`config.mk`:
```
export PLATFORM = sky130hd
export DESIGN_NAME = fetch_queue
export DESIGN_NICKNAME = d
export VERILOG_FILES = /design/src/rtl/mips_pkg.sv /design/src/rtl/fq_mem.sv /design/src/rtl/fetch_queue.sv
export SDC_FILE = /design/constraint.sdc
export NUM_CORES = 1
export LEC_CHECK = 0
export CORE_ASPECT_RATIO = 1.75
export CORE_MARGIN = 8
export CORE_UTILIZATION = 30
export DETAILED_ROUTE_END_ITERATION = 7
export SETUP_SLACK_MARGIN = 0.15
export SLEW_MARGIN = 20
export SYNTH_ARGS = -nofsm -noshare
export SYNTH_HDL_FRONTEND = slang
export SYNTH_SLANG_ARGS = --single-unit
```
`constraint.sdc`:
```
create_clock -name clk -period 3.5 [get_ports clk]
set_input_delay 0.7 -clock clk [delete_from_list [all_inputs] [get_ports clk]]
set_output_delay 0.7 -clock clk [all_outputs]
set_load 0.02 [all_outputs]
```
`src/rtl/mips_pkg.sv`:
```
// mips_pkg -- shared definitions for the MIPS front end.
//   WORD_W        : architectural word width (32 bits)
//   fetch_entry_t : one fetched instruction, {pc, instr}, 64 bits packed
package mips_pkg;

    localparam int WORD_W = 32;

    typedef struct packed {
        logic [WORD_W-1:0] pc;
        logic [WORD_W-1:0] instr;
    } fetch_entry_t;

endpackage : mips_pkg

```
`src/rtl/fq_mem.sv`:
```
// fq_mem -- storage array for fetch_queue: DEPTH entries of fetch_entry_t,
// one synchronous write port and one asynchronous read port.
//   clk   : write clock
//   we    : write enable
//   waddr : write index
//   wdata : entry to write
//   raddr : read index
//   rdata : entry at raddr, combinational
module fq_mem
    import mips_pkg::*;
#(
    parameter int DEPTH = 4,
    parameter int AW    = 2
) (
    input  logic          clk,
    input  logic          we,
    input  logic [AW-1:0] waddr,
    input  fetch_entry_t  wdata,
    input  logic [AW-1:0] raddr,
    output fetch_entry_t  rdata
);

    fetch_entry_t mem [DEPTH];

    // NOTE: the array has no reset; entries are only read once the pointers
    // say they were written, so clearing them would cost logic for nothing.
    always_ff @(posedge clk) begin
        if (we) begin
            mem[waddr] <= wdata;
        end
    end

    assign rdata = mem[raddr];

endmodule : fq_mem

```
`src/rtl/fetch_queue.sv`:
```
// fetch_queue -- FIFO between instruction fetch and decode.
//   clk, reset           : clock, synchronous active-high reset
//   in_valid/in_ready    : fetch-side handshake, in_pc/in_instr the offer
//   out_valid/out_ready  : decode-side handshake, out_pc/out_instr the head
//   flush                : redirect, discards every queued entry
//   count                : current occupancy (0..DEPTH)
// Build option: define FETCH_QUEUE_BYPASS_EN to let an offer into an empty
// queue appear on the out_* ports in the same cycle.
module fetch_queue
    import mips_pkg::*;
#(
    parameter int DEPTH = 4,
    parameter int AW    = 2
) (
    input  logic              clk,
    input  logic              reset,
    input  logic              in_valid,
    input  logic [WORD_W-1:0] in_pc,
    input  logic [WORD_W-1:0] in_instr,
    output logic              in_ready,
    output logic              out_valid,
    output logic [WORD_W-1:0] out_pc,
    output logic [WORD_W-1:0] out_instr,
    input  logic              out_ready,
    input  logic              flush,
    output logic [AW:0]       count
);

    localparam logic [AW:0] FULL_COUNT = (AW+1)'(DEPTH);

    logic [AW-1:0] rd_ptr;
    logic [AW-1:0] wr_ptr;
    logic [AW:0]   count_q;
    fetch_entry_t  rd_entry;
    fetch_entry_t  wr_entry;
    logic          stored_valid;
    logic          push;
    logic          pop;
    logic          wr_en;
    logic          rd_adv;

    assign stored_valid = (count_q != '0);
    // A full queue refuses offers even if decode drains it this cycle, so
    // in_ready never depends on out_ready.
    assign in_ready     = !reset && (count_q < FULL_COUNT);
    assign wr_entry     = '{pc: in_pc, instr: in_instr};

`ifdef FETCH_QUEUE_BYPASS_EN
    logic bypass_hit;
    assign bypass_hit = !stored_valid && in_valid && !flush && !reset;
`endif

    // NOTE: every output of this block gets a default first, so no path
    // leaves a signal unassigned and no latch is inferred.
    always_comb begin
        out_valid = !reset && !flush && stored_valid;
        out_pc    = rd_entry.pc;
        out_instr = rd_entry.instr;
`ifdef FETCH_QUEUE_BYPASS_EN
        if (bypass_hit) begin
            out_valid = 1'b1;
            out_pc    = in_pc;
            out_instr = in_instr;
        end
`endif
    end

    assign push = in_valid && in_ready && !flush;
    assign pop  = out_valid && out_ready && !flush;

`ifdef FETCH_QUEUE_BYPASS_EN
    // A bypassed entry consumed at once never touches storage; one not
    // consumed is stored and becomes the head next cycle.
    assign wr_en  = push && !(bypass_hit && out_ready);
    assign rd_adv = pop && !bypass_hit;
`else
    assign wr_en  = push;
    assign rd_adv = pop;
`endif

    // NOTE: state registers use non-blocking assignments so every flop
    // samples pre-edge values regardless of statement order.
    always_ff @(posedge clk) begin
        if (reset || flush) begin
            rd_ptr  <= '0;
            wr_ptr  <= '0;
            count_q <= '0;
        end else begin
            // AW-bit pointers wrap modulo DEPTH on their own.
            if (wr_en) wr_ptr <= wr_ptr + 1'b1;
            if (rd_adv) rd_ptr <= rd_ptr + 1'b1;
            case ({wr_en, rd_adv})
                2'b10:   count_q <= count_q + 1'b1;
                2'b01:   count_q <= count_q - 1'b1;
                default: count_q <= count_q;
            endcase
        end
    end

    assign count = count_q;

    fq_mem #(
        .DEPTH(DEPTH),
        .AW   (AW)
    ) u_mem (
        .clk  (clk),
        .we   (wr_en),
        .waddr(wr_ptr),
        .wdata(wr_entry),
        .raddr(rd_ptr),
        .rdata(rd_entry)
    );

endmodule : fetch_queue

```
==> summary.md, run 1 <==
| Metric | Value |
|---|---|
| Asr flop ratio synth | `0` |
| Overflow after GRT | `0` |
| Final hold vios | `0` |
| IO buf count | `roughly 140` |
| Count of hold-fix buffers inserted at cts | `0` |
| Worst Tran Pin Value | `0.456 ns` |
| Cell Area, Synth | `just under 0.01 mm²` |
| Die Span Y | `~250 µm` |
| FF-to-FF path depth | `10` |
| Die Wd | `between 150 and 200 µm` |
| Skew final | `0.0126 ns` |
| Ports | `138` |
| Clk Tree Root Cell | `clkbuf_16` |
| Final instance area | `0.0127 mm²` |
| Vias in the first global route | `around 5.2k` |
| Synth warnings | `0` |
| Final min period | `3.13 ns` |
| Critical setup path kind | `flop to output pin` |
| Post-synth top cells | `edfxtp_1, mux4_2, nor2_1` |
| RSZ-0062 raised after global routing | `no` |
| Area after DPL | `~0.012 mm²` |
| TritonRoute pass-1 iters | `7` |
| CP Data Arrival Time | `about 2.4 ns` |
| Bufs on Longest Clock Path | `3` |
| Yosys reg bits | `265` |
| Share of cells above drive strength 1 | `0.218` |
| Max-slew headroom | `0.696` |
| Overall global routing resource usage | `0.106` |
| Post-synth EDFFs | `about 260` |
| Crit Path Max Fanout | `39` |
| Antenna violations before repair | `4` |
| Setup_tns | `0 ns` |
| Syn-to-layout area delta | `29.6%` |
| PwrDens | `517 mW/mm²` |
| TritonCTS buffer count | `26` |
| Yosys top cell area share | `0.785` |
| GRT met2 Usage | `0.209` |
| Post-route DRC | `0` |
| Max Slew Vio Count | `0` |
| Syn_nets | `~460` |
| WL/cell | `between 20 and 25 µm` |
| Via density | `roughly 4.6` |
| 1st-iter DRT viols | `approximately 200` |
| H-tree Lvls | `1` |
| Cts repair resizes | `0` |
| Worst hold slack | `roughly 0.53 ns` |
| Max-Cap Viols | `0` |
| Global-route met1 utilization | `0.106` |
| Avg Cell Area, Syn | `roughly 25 µm²` |
| Post-DP HPWL | `between 10000 and 15000 µm` |
| Fmax | `~320 MHz` |
| Status | `complete, no violations` |
| VDD IR max | `0.000274 V` |
| Setup violators final | `0` |
| Count leader, synth | `edfxtp_1` |
| Ranking of synthesized cells by area | `edfxtp_1, mux4_2, dfxtp_1, buf_12, mux4_1` |
| Post-synthesis sequential area ratio | `0.804` |
| TritonCTS clock tree | `done` |
| Clock sink count | `around 270` |
| Clock slew at reported path FFs | `about 0.060 ns` |
| Global-route wire length before repair | `31200 µm` |
| Largest net degree at the start of global routing | `40` |
| Crit path launch type | `flop` |
| Ant. Diodes | `0` |
| Cells after Synth | `389` |
| Final nets | `approximately 630` |
| Worst Path Required | `approximately 2.8 ns` |
| Most used DFF post-synth | `edfxtp_1` |
| Hold Crit Class | `flop to flop` |
| Post-Route WL | `just over 20000 µm` |
| Initial Util | `0.304` |
| Via count | `around 4.5k` |
| Final period utilization | `0.894` |
| Area leader, netlist | `edfxtp_1` |
| Hold Path Cell Cnt | `2` |
| Synth unique cells | `26` |
| Die ar. | `roughly 0.039 mm²` |
| Routability cong. | `0.704` |
| Core box area | `~0.032 mm²` |
| Lkg Pwr | `roughly 3.9 nW` |
| CP Capture Type | `output pin` |
| Antenna violation net count after detailed routing | `0` |
| Worst skew pair latency | `approximately 0.53 ns` |
| FP Rows | `87` |
| Top Usage Layer GRT | `met2` |
| Met3 Use GR | `0.0238` |
[sequential cells by signal, summed over array words and instances, names as in the netlist, named ones only]
signal,count
count,3
rd_ptr,2
u_mem.mem,256
wr_ptr,2
[worst max-delay path, stage by stage (launching register included)]
cell             delay, ns
dfxtp_4               0.61
buf_12                0.32
mux4_2                0.38
clkdlybuf4s50_1       0.56
[layout make-up]
type / instances / area [µm²]
clock buffer: 32 / 694
timing repair buffer: 156 / 1680
sequential: 265 / 7880
tap: 400 / 500
fill: 2876 / 19500
multi-input combinational: 102 / 1740
clock inverter: 16 / 168
inverter: 6 / 22.5
[cells by family after synthesis]
| kind of cell | after synthesis | share of synthesized area |
|---|---|---|
| xor+xnor | 5 | 0.00447 |
| buf+inv | 22 | 0.0201 |
| mux | 65 | 0.150 |
| compound gates | 5 | 0.00320 |
| fa+ha+maj | 6 | 0.00844 |
| flops | 265 | 0.804 |
| simple gates | 21 | 0.0102 |
[timing repair]
item	4_1_cts	5_1_grt
setup buffers	5	0
setup endpoints to repair	2	0
endpoints found under the hold margin	0	0
[final timing paths]
| kind | start | slack [ns] | end |
|---|---|---|---|
| setup reg to reg | count[2]$_SDFFE_PP0P_ | 1.20 | count[2]$_SDFFE_PP0P_ |
| hold reg to reg | rd_ptr[1]$_SDFFE_PP0P_ | 0.53 | rd_ptr[1]$_SDFFE_PP0P_ |
| setup / recovery | flop | 0.37 | out_instr[2] |
| hold / removal | rd_ptr[1]$_SDFFE_PP0P_ | 0.53 | rd_ptr[1]$_SDFFE_PP0P_ |
[cells in the final DEF (no fill, tap or decap)]
| cell type | instances |
|---|---|
| clkbuf_1 | 5 |
| buf_12 | 13 |
| clkinv_2 | 6 |
| clkinv_4 | 1 |
| clkbuf_16 | 27 |
| mux2i_1 | 1 |
| xor2_1 | 4 |
| nor2b_1 | 1 |
| and2_1 | 1 |
| a21oi_1 | 2 |
| mux4_2 | 60 |
| o311ai_0 | 1 |
| inv_8 | 1 |
| mux4_1 | 4 |
| edfxtp_1 | 256 |
| and3_4 | 4 |
| inv_6 | 1 |
| clkinv_1 | 3 |
| or3_1 | 1 |
| inv_1 | 6 |
| o21ai_0 | 1 |
| ha_1 | 5 |
| nor3_1 | 1 |
| clkinvlp_4 | 1 |
| o31ai_1 | 1 |
| clkdlybuf4s50_1 | 137 |
| xnor2_1 | 1 |
| bufinv_16 | 3 |
| fa_1 | 1 |
| nor2_1 | 12 |
| dfxtp_1 | 7 |
| dfxtp_4 | 2 |
| or2_2 | 1 |
| buf_4 | 6 |
[per-layer routing]
metal  vias to the layer above  wire length [µm]
li1                       1980                 -
met1                      2346              7420
met2                       108             11900
met3                        33              1010
met4                         8               425
met5                         -                41
[per-stage QoR]
stage	setup slack (ns)	utilization	power (mW)	cells
final	0.369	0.394	6.56	977
after CTS	0.265	0.394	6.64	977
after global placement	0.539	0.365	3.84	924
after detailed placement	0.486	0.365	3.86	924
after global routing	0.247	0.394	6.76	977
after floorplan	0.457	-	3.67	389
[power breakdown]
part           switching, mW  internal [mW]
Sequential           0.00824           3.51
Combinational          0.125          0.142
Clock                   1.13           1.64
Total                   1.26           5.29
Note: power is estimated with default switching activity, not from simulation.
==> inputs of run 2 (changes only) <==
CTS_BUF_LIST = sky130_fd_sc_hd__clkbuf_8   (was default)
RECOVER_POWER = 50   (was default)
==> run 2 against run 1 <==
  * The run now ends with max-slew violations left
  * Combinational power decreased by 6%
  * Largest power group unchanged
  * Via count grew 2.2%
  * Largest cell class unchanged
  * Sequential share of layout area is 0.22 points higher
  * Critical path type unchanged
==> summary.md, run 2 (synthesized netlist as in run 1, its figures left out) <==
| Metric | Value |
|---|---|
| VDD IR max | `0.000241 V (was 0.000274 V)` |
| Ports | `138 (unchanged)` |
| Count of hold-fix buffers inserted at cts | `0 (unchanged)` |
| Final period utilization | `0.905 (was 0.894)` |
| TritonCTS clock tree | `done (unchanged)` |
| Final nets | `647 (was 632)` |
| Max reg flops | `256 (unchanged)` |
| Die Span Y | `255 µm (unchanged)` |
| Vias in the first global route | `5345 (was 5249)` |
| Worst Tran Pin Value | `1.50 ns (was 0.456 ns)` |
| Post-Place Cells | `924 (unchanged)` |
| RSZ-0062 raised after global routing | `no (unchanged)` |
| IO buf count | `137 (unchanged)` |
| Area after DPL | `0.0118 mm² (unchanged)` |
| Clock sink count | `265 (unchanged)` |
| Worst-path cell chain | `buf_12 -> mux4_2 -> clkdlybuf4s50_1 (unchanged)` |
| Lkg Pwr | `3.97 nW (was 3.93 nW)` |
| FP Rows | `87 (unchanged)` |
| Crit Path Max Fanout | `39 (unchanged)` |
| Die Wd | `153 µm (unchanged)` |
| WL/cell | `21.2 µm (about the same)` |
| Syn-to-layout area delta | `29.1% (was 29.6%)` |
| Cts repair resizes | `0 (unchanged)` |
| TritonCTS buffer count | `41 (was 26)` |
| Initial Util | `0.304 (unchanged)` |
| 1st-iter DRT viols | `180 (was 195)` |
| Largest net degree at the start of global routing | `40 (unchanged)` |
| Worst path slowest cell | `dfxtp_4 (unchanged)` |
| Overflow after GRT | `0 (unchanged)` |
| Clock slew at reported path FFs | `0.06 ns (about the same)` |
| Die ar. | `0.0389 mm² (unchanged)` |
| Final hold vios | `0 (unchanged)` |
| H-tree Lvls | `2 (was 1)` |
| Setup_tns | `0 ns (unchanged)` |
| # fillers | `2891 (was 2876)` |
| PwrDens | `508 mW/mm² (was 517 mW/mm²)` |
| CP top delay family | `buffers and inverters (unchanged)` |
| Max-slew headroom | `-0.000217 (was 0.696)` |
| Via count | `4573 (was 4475)` |
| Overall global routing resource usage | `0.109 (was 0.106)` |
| Final instance area | `0.0126 mm² (was 0.0127 mm²)` |
| Hold Crit Class | `flop to flop (unchanged)` |
| Worst Path Required | `2.80 ns (about the same)` |
| Clk Tree Root Cell | `clkbuf_8 (was clkbuf_16)` |
| Max-Cap Viols | `0 (unchanged)` |
| Non-filler cells, final | `1002 (was 977)` |
| Critical setup path kind | `flop to output pin (unchanged)` |
| Worst hold slack | `0.530 ns (was 0.534 ns)` |
| Via density | `4.56 (was 4.58)` |
| TritonRoute pass-1 iters | `4 (was 7)` |
| Status | `finished, violations left (was complete, no violations)` |
| Final min period | `3.17 ns (was 3.13 ns)` |
| Share of cells above drive strength 1 | `0.232 (was 0.218)` |
| Number of buffers and inverters on the critical path | `2 (unchanged)` |
| Routability cong. | `0.704 (unchanged)` |
| Skew final | `0.0193 ns (was 0.0126 ns)` |
| Fmax | `316 MHz (was 319 MHz)` |
| Most frequent cells in the layout | `edfxtp_1, clkdlybuf4s50_1, dlygate4sd3_1 (was edfxtp_1, clkdlybuf4s50_1, mux4_2)` |
| Worst path max stage delay | `0.61 ns (about the same)` |
| Worst skew pair latency | `0.55 ns (was 0.53 ns)` |
| Core box area | `0.0322 mm² (unchanged)` |
| Crit path launch type | `flop (unchanged)` |
| Failing checks | `max-slew violations` |
| Post-DP HPWL | `13700 µm (unchanged)` |
| Global-route wire length before repair | `31800 µm (was 31200 µm)` |
| Post-route DRC | `0 (unchanged)` |
| Reg with most FFs | `u_mem.mem (unchanged)` |
| Max Slew Vio Count | `15 (was 0)` |
| Antenna violations before repair | `8 (was 4)` |
| Bufs on Longest Clock Path | `3 (unchanged)` |
| CP Capture Type | `output pin (unchanged)` |
| CP Data Arrival Time | `2.47 ns (was 2.43 ns)` |
| Setup violators final | `0 (unchanged)` |
| Commonest non-fill, non-tap cell in the layout | `edfxtp_1 (unchanged)` |
| Post-Route WL | `21200 µm (was 20800 µm)` |
| Antenna violation net count after detailed routing | `0 (unchanged)` |
## run 2: cell count changes in the layout (fill, tap and decap cells not counted), sizes merged
cell,previous run,this run
buf,19,18
clkbuf,32,42
clkdlybuf4s50,137,72
clkinv,10,15
dlygate4sd3,0,65
bufinv,3,5
clkinvlp,1,4
diode,0,2
inv,8,12
## run 2: repair_timing
| action | CTS | global route |
|---|---|---|
| endpoints found under the hold margin | 0 | 0 |
| endpoints found under the setup margin | 10 | 0 |
| setup buffers | 5 | 0 |
## run 2: layout make-up
cell class	instances	area, µm²	area share
antenna	2	5.00	0.000396
clock inverter	30	273	0.0216
sequential	265	7880	0.623
tap	400	500	0.0396
multi-input combinational	102	1720	0.136
timing repair buffer	156	1670	0.132
inverter	6	22.5	0.00178
clock buffer	41	564	0.0447
## run 2: metal layers
layer  wire length [µm]  track usage  share of wire
met1               7420        0.106           0.35
met2              12000        0.212           0.57
met3               1070       0.0291          0.050
met4                629       0.0483          0.030
met5                 50            0         0.0024
## run 2: final timing paths
check	from	endpoint	slack [ns]	cells past startpoint
min reg2reg	rd_ptr[1]$_SDFFE_PP0P_	rd_ptr[1]$_SDFFE_PP0P_	0.53	2
max reg2reg	count[2]$_SDFFE_PP0P_	u_mem.mem[3][33]$_DFFE_PP_	0.90	4
max	flop	out_instr[2]	0.33	3
min	rd_ptr[1]$_SDFFE_PP0P_	rd_ptr[1]$_SDFFE_PP0P_	0.53	2
## run 2: metrics by stage
| step | power (mW) | setup slack [ns] | util |
|---|---|---|---|
| 2_1_floorplan | 3.67 | 0.457 | - |
| 3_5_place_dp | 3.86 | 0.486 | 0.365 |
| 4_1_cts | 6.53 | 0.233 | 0.393 |
| 3_3_place_gp | 3.84 | 0.539 | 0.365 |
| 5_1_grt | 6.64 | 0.202 | 0.392 |
| 6_report | 6.42 | 0.334 | 0.392 |
## run 2: worst register-to-register path: stages (launching register included)
cell and delay [ns]:
dfxtp_1 0.37, nor2b_1 0.13, clkbuf_1 0.25, and3_1 1.20
buf_12 0.32
## run 2: power breakdown
group	switching [mW]	leakage, nW	total (mW)	internal (mW)
Clock	1.17	0.440	2.65	1.47
Sequential	0.00828	2.39	3.52	3.51
Combinational	0.125	1.14	0.251	0.126
==> inputs of run 3 (changes only) <==
ABC_AREA = 1   (was default)
CORE_MARGIN = 1   (was 8)
CTS_CLUSTER_SIZE = 24   (was default)
==> run 3 against run 2 <==
  * Flip-flop and latch count did not move
  * Routed wire length grew 6.0%
  * Total power shrank 6.9%
  * Critical path depth grew 1
  * Sequential power hardly changed
  * Register-to-register slack gained 0.40 ns
  * Utilization shrank 1.1 points
  * Combinational power decreased by 7%
  * Non-clock buffer count grew 2
  * Count of clock-buffer cells in the layout fell by 2
  * Synthesized cell count is 77% higher
  * Sequential share of layout area is 0.63 points higher
  * The flow now finishes without violations
==> summary.md, run 3 <==
| Metric | Value |
|---|---|
| Post-DP HPWL | `13400 µm (was 13700 µm)` |
| Global-route wire length before repair | `33600 µm (was 31800 µm)` |
| Ranking of synthesized cells by area | `edfxtp_1, nor2_1, o22ai_1, o21ai_0, o21ai_1 (was edfxtp_1, mux4_2, dfxtp_1, buf_12, mux4_1)` |
| Largest net degree at the start of global routing | `61 (was 40)` |
| Via density | `4.75 (was 4.56)` |
| Initial Util | `0.304 (about the same)` |
| Met3 Use GR | `0.0289 (was 0.0291)` |
| Cell Area, Synth | `0.00999 mm² (was 0.00979 mm²)` |
| CP Data Arrival Time | `2.50 ns (was 2.47 ns)` |
| Clock sink count | `265 (unchanged)` |
| Setup_tns | `0 ns (unchanged)` |
| Fmax | `313 MHz (was 316 MHz)` |
| Antenna violations before repair | `8 (unchanged)` |
| Core box area | `0.0328 mm² (was 0.0322 mm²)` |
| Die Wd | `140 µm (was 153 µm)` |
| PwrDens | `478 mW/mm² (was 508 mW/mm²)` |
| Clock slew at reported path FFs | `0.06 ns (about the same)` |
| Post-synthesis sequential area ratio | `0.788 (was 0.804)` |
| Most used DFF post-synth | `edfxtp_1 (unchanged)` |
| Routability cong. | `0.715 (was 0.704)` |
| Global-route met1 utilization | `0.138 (was 0.106)` |
| Reg with most FFs | `u_mem.mem (unchanged)` |
| TritonRoute pass-1 iters | `4 (unchanged)` |
| Skew final | `0.0194 ns (was 0.0193 ns)` |
| Asr flop ratio synth | `0 (unchanged)` |
| Antenna violation net count after detailed routing | `0 (unchanged)` |
| Yosys reg bits | `265 (unchanged)` |
| IO buf count | `137 (unchanged)` |
| Max Slew Vio Count | `0 (was 15)` |
| VDD IR max | `0.000190 V (was 0.000241 V)` |
| Max-Cap Viols | `0 (unchanged)` |
| GRT met2 Usage | `0.243 (was 0.212)` |
| Final hold vios | `0 (unchanged)` |
| 1st-iter DRT viols | `314 (was 180)` |
| Count leader, synth | `edfxtp_1 (unchanged)` |
| Cells after Synth | `690 (was 389)` |
| Footprint of the multi-input gates | `0.00180 mm² (was 0.00172 mm²)` |
| Worst Tran Pin Value | `0.930 ns (was 1.50 ns)` |
| # fillers | `3078 (was 2891)` |
| H-tree Lvls | `2 (unchanged)` |
| Post-synth EDFFs | `256 (unchanged)` |
| Clk Tree Root Cell | `clkbuf_8 (unchanged)` |
| Setup violators final | `0 (unchanged)` |
| WL/cell | `17.6 µm (was 21.2 µm)` |
| Post-Route WL | `22500 µm (was 21200 µm)` |
| Worst Path Required | `2.80 ns (about the same)` |
| CP Capture Type | `output pin (unchanged)` |
| Lkg Pwr | `4.19 nW (was 3.97 nW)` |
| Overall global routing resource usage | `0.131 (was 0.109)` |
| Top Usage Layer GRT | `met2 (unchanged)` |
| Fin util | `0.381 (was 0.392)` |
| Area leader, netlist | `edfxtp_1 (unchanged)` |
| Ports | `138 (unchanged)` |
| Non-filler cells, final | `1280 (was 1002)` |
| Crit path launch type | `flop (unchanged)` |
| Count of hold-fix buffers inserted at cts | `0 (unchanged)` |
| Die ar. | `0.0340 mm² (was 0.0389 mm²)` |
| Most frequent cells in the layout | `edfxtp_1, nor2_1, o21ai_0 (was edfxtp_1, clkdlybuf4s50_1, dlygate4sd3_1)` |
| Max-slew headroom | `0.380 (was -0.000217)` |
| Post-route DRC | `0 (unchanged)` |
| Synth warnings | `0 (unchanged)` |
| Hold Crit Class | `flop to flop (unchanged)` |
| Post-synth top cells | `edfxtp_1, nor2_1, o21ai_0 (was edfxtp_1, mux4_2, nor2_1)` |
| Final min period | `3.20 ns (was 3.17 ns)` |
| Synth unique cells | `20 (was 26)` |
| Seq. cell area | `0.00787 mm² (was 0.00788 mm²)` |
| RSZ-0062 raised after global routing | `no (unchanged)` |
| Status | `complete, no violations (was finished, violations left)` |
| Max reg flops | `256 (unchanged)` |
| Crit Path Max Fanout | `27 (was 39)` |
| Critical setup path kind | `flop to output pin (unchanged)` |
| Yosys top cell area share | `0.770 (was 0.785)` |
| FP Rows | `88 (was 87)` |
| Post-Place Cells | `1210 (was 924)` |
| Avg Cell Area, Syn | `14.5 µm² (was 25.2 µm²)` |
| Final period utilization | `0.913 (was 0.905)` |
| TritonCTS buffer count | `38 (was 41)` |
| Final nets | `921 (was 647)` |
| Syn-to-layout area delta | `25.2% (was 29.1%)` |
| Commonest non-fill, non-tap cell in the layout | `edfxtp_1 (unchanged)` |
| Via count | `6078 (was 4573)` |
| Vias in the first global route | `5936 (was 5345)` |
| Overflow after GRT | `0 (unchanged)` |
| Die Span Y | `243 µm (was 255 µm)` |
| Share of cells above drive strength 1 | `0.0872 (was 0.232)` |
| Bufs on Longest Clock Path | `3 (unchanged)` |
| TritonCTS clock tree | `done (unchanged)` |
| Syn_nets | `765 (was 464)` |
| Worst skew pair latency | `0.54 ns (was 0.55 ns)` |
## run 3: routing by layer
layer  share of wire  up-vias  routed length (µm)
met4           0.033        4                 736
met3           0.050       49                1120
met1            0.37     2978                8280
li1                -     2889                   -
met2            0.55      158               12300
met5          0.0015        -                  34
## run 3: metrics by stage
stage / hold WS (ns) / instance area, µm² / power (mW) / setup slack (ns)
CTS: 0.495 / 12500 / 6.08 / 0.151
global route: 0.529 / 12500 / 6.20 / 0.175
finish: 0.490 / 12500 / 5.98 / 0.303
floorplan: 0.466 / 9990 / 3.66 / -0.856
detailed placement: 0.480 / 11800 / 3.84 / 0.441
global placement: 0.486 / 11800 / 3.83 / 0.424
## run 3: cells by family after synthesis
| logic type | synth area share |
|---|---|
| flip-flops | 0.788 |
| AO/OA/AOI/OAI | 0.109 |
| AND/OR/NAND/NOR | 0.0599 |
| buffers and inverters | 0.0352 |
| adder cells (fa/ha/maj) | 0.00827 |
## run 3: layout make-up
cell class | count | area share
inverter | 18 | 0.00600
antenna | 3 | 0.000600
tap | 405 | 0.0405
multi-input combinational | 365 | 0.144
clock inverter | 27 | 0.0115
sequential | 265 | 0.630
timing repair buffer | 158 | 0.125
clock buffer | 39 | 0.0429
## run 3: worst paths after layout
| check | from | end | slack, ns | depth (start not counted) |
|---|---|---|---|---|
| worst max-delay path | flop | out_pc[29] | 0.30 | 4 |
| worst min-delay path | count[0]$_SDFFE_PP0P_ | count[0]$_SDFFE_PP0P_ | 0.49 | 1 |
| worst max register to register | count[2]$_SDFFE_PP0P_ | u_mem.mem[2][22]$_DFFE_PP_ | 1.30 | 4 |
| worst min register to register | count[0]$_SDFFE_PP0P_ | count[0]$_SDFFE_PP0P_ | 0.49 | 1 |
## run 3: repair_timing
item                                    in CTS  in global routing
hold endpoints to repair                     0                  0
buffers inserted                             0                  1
gates resized for setup                      2                  2
endpoints found under the setup margin      41                 27
## run 3: power breakdown
part           switching, mW  internal (mW)
registers            0.00759           3.51
clock network           1.11           1.11
logic                  0.126          0.108
total                   1.25           4.73
## run 3: critical path, stage by stage, from the launching register on
cell	delay (ns)
dfxtp_2	0.46
buf_4	0.35
o21ai_0	0.14
o22ai_1	0.32
clkdlybuf4s50_1	0.68
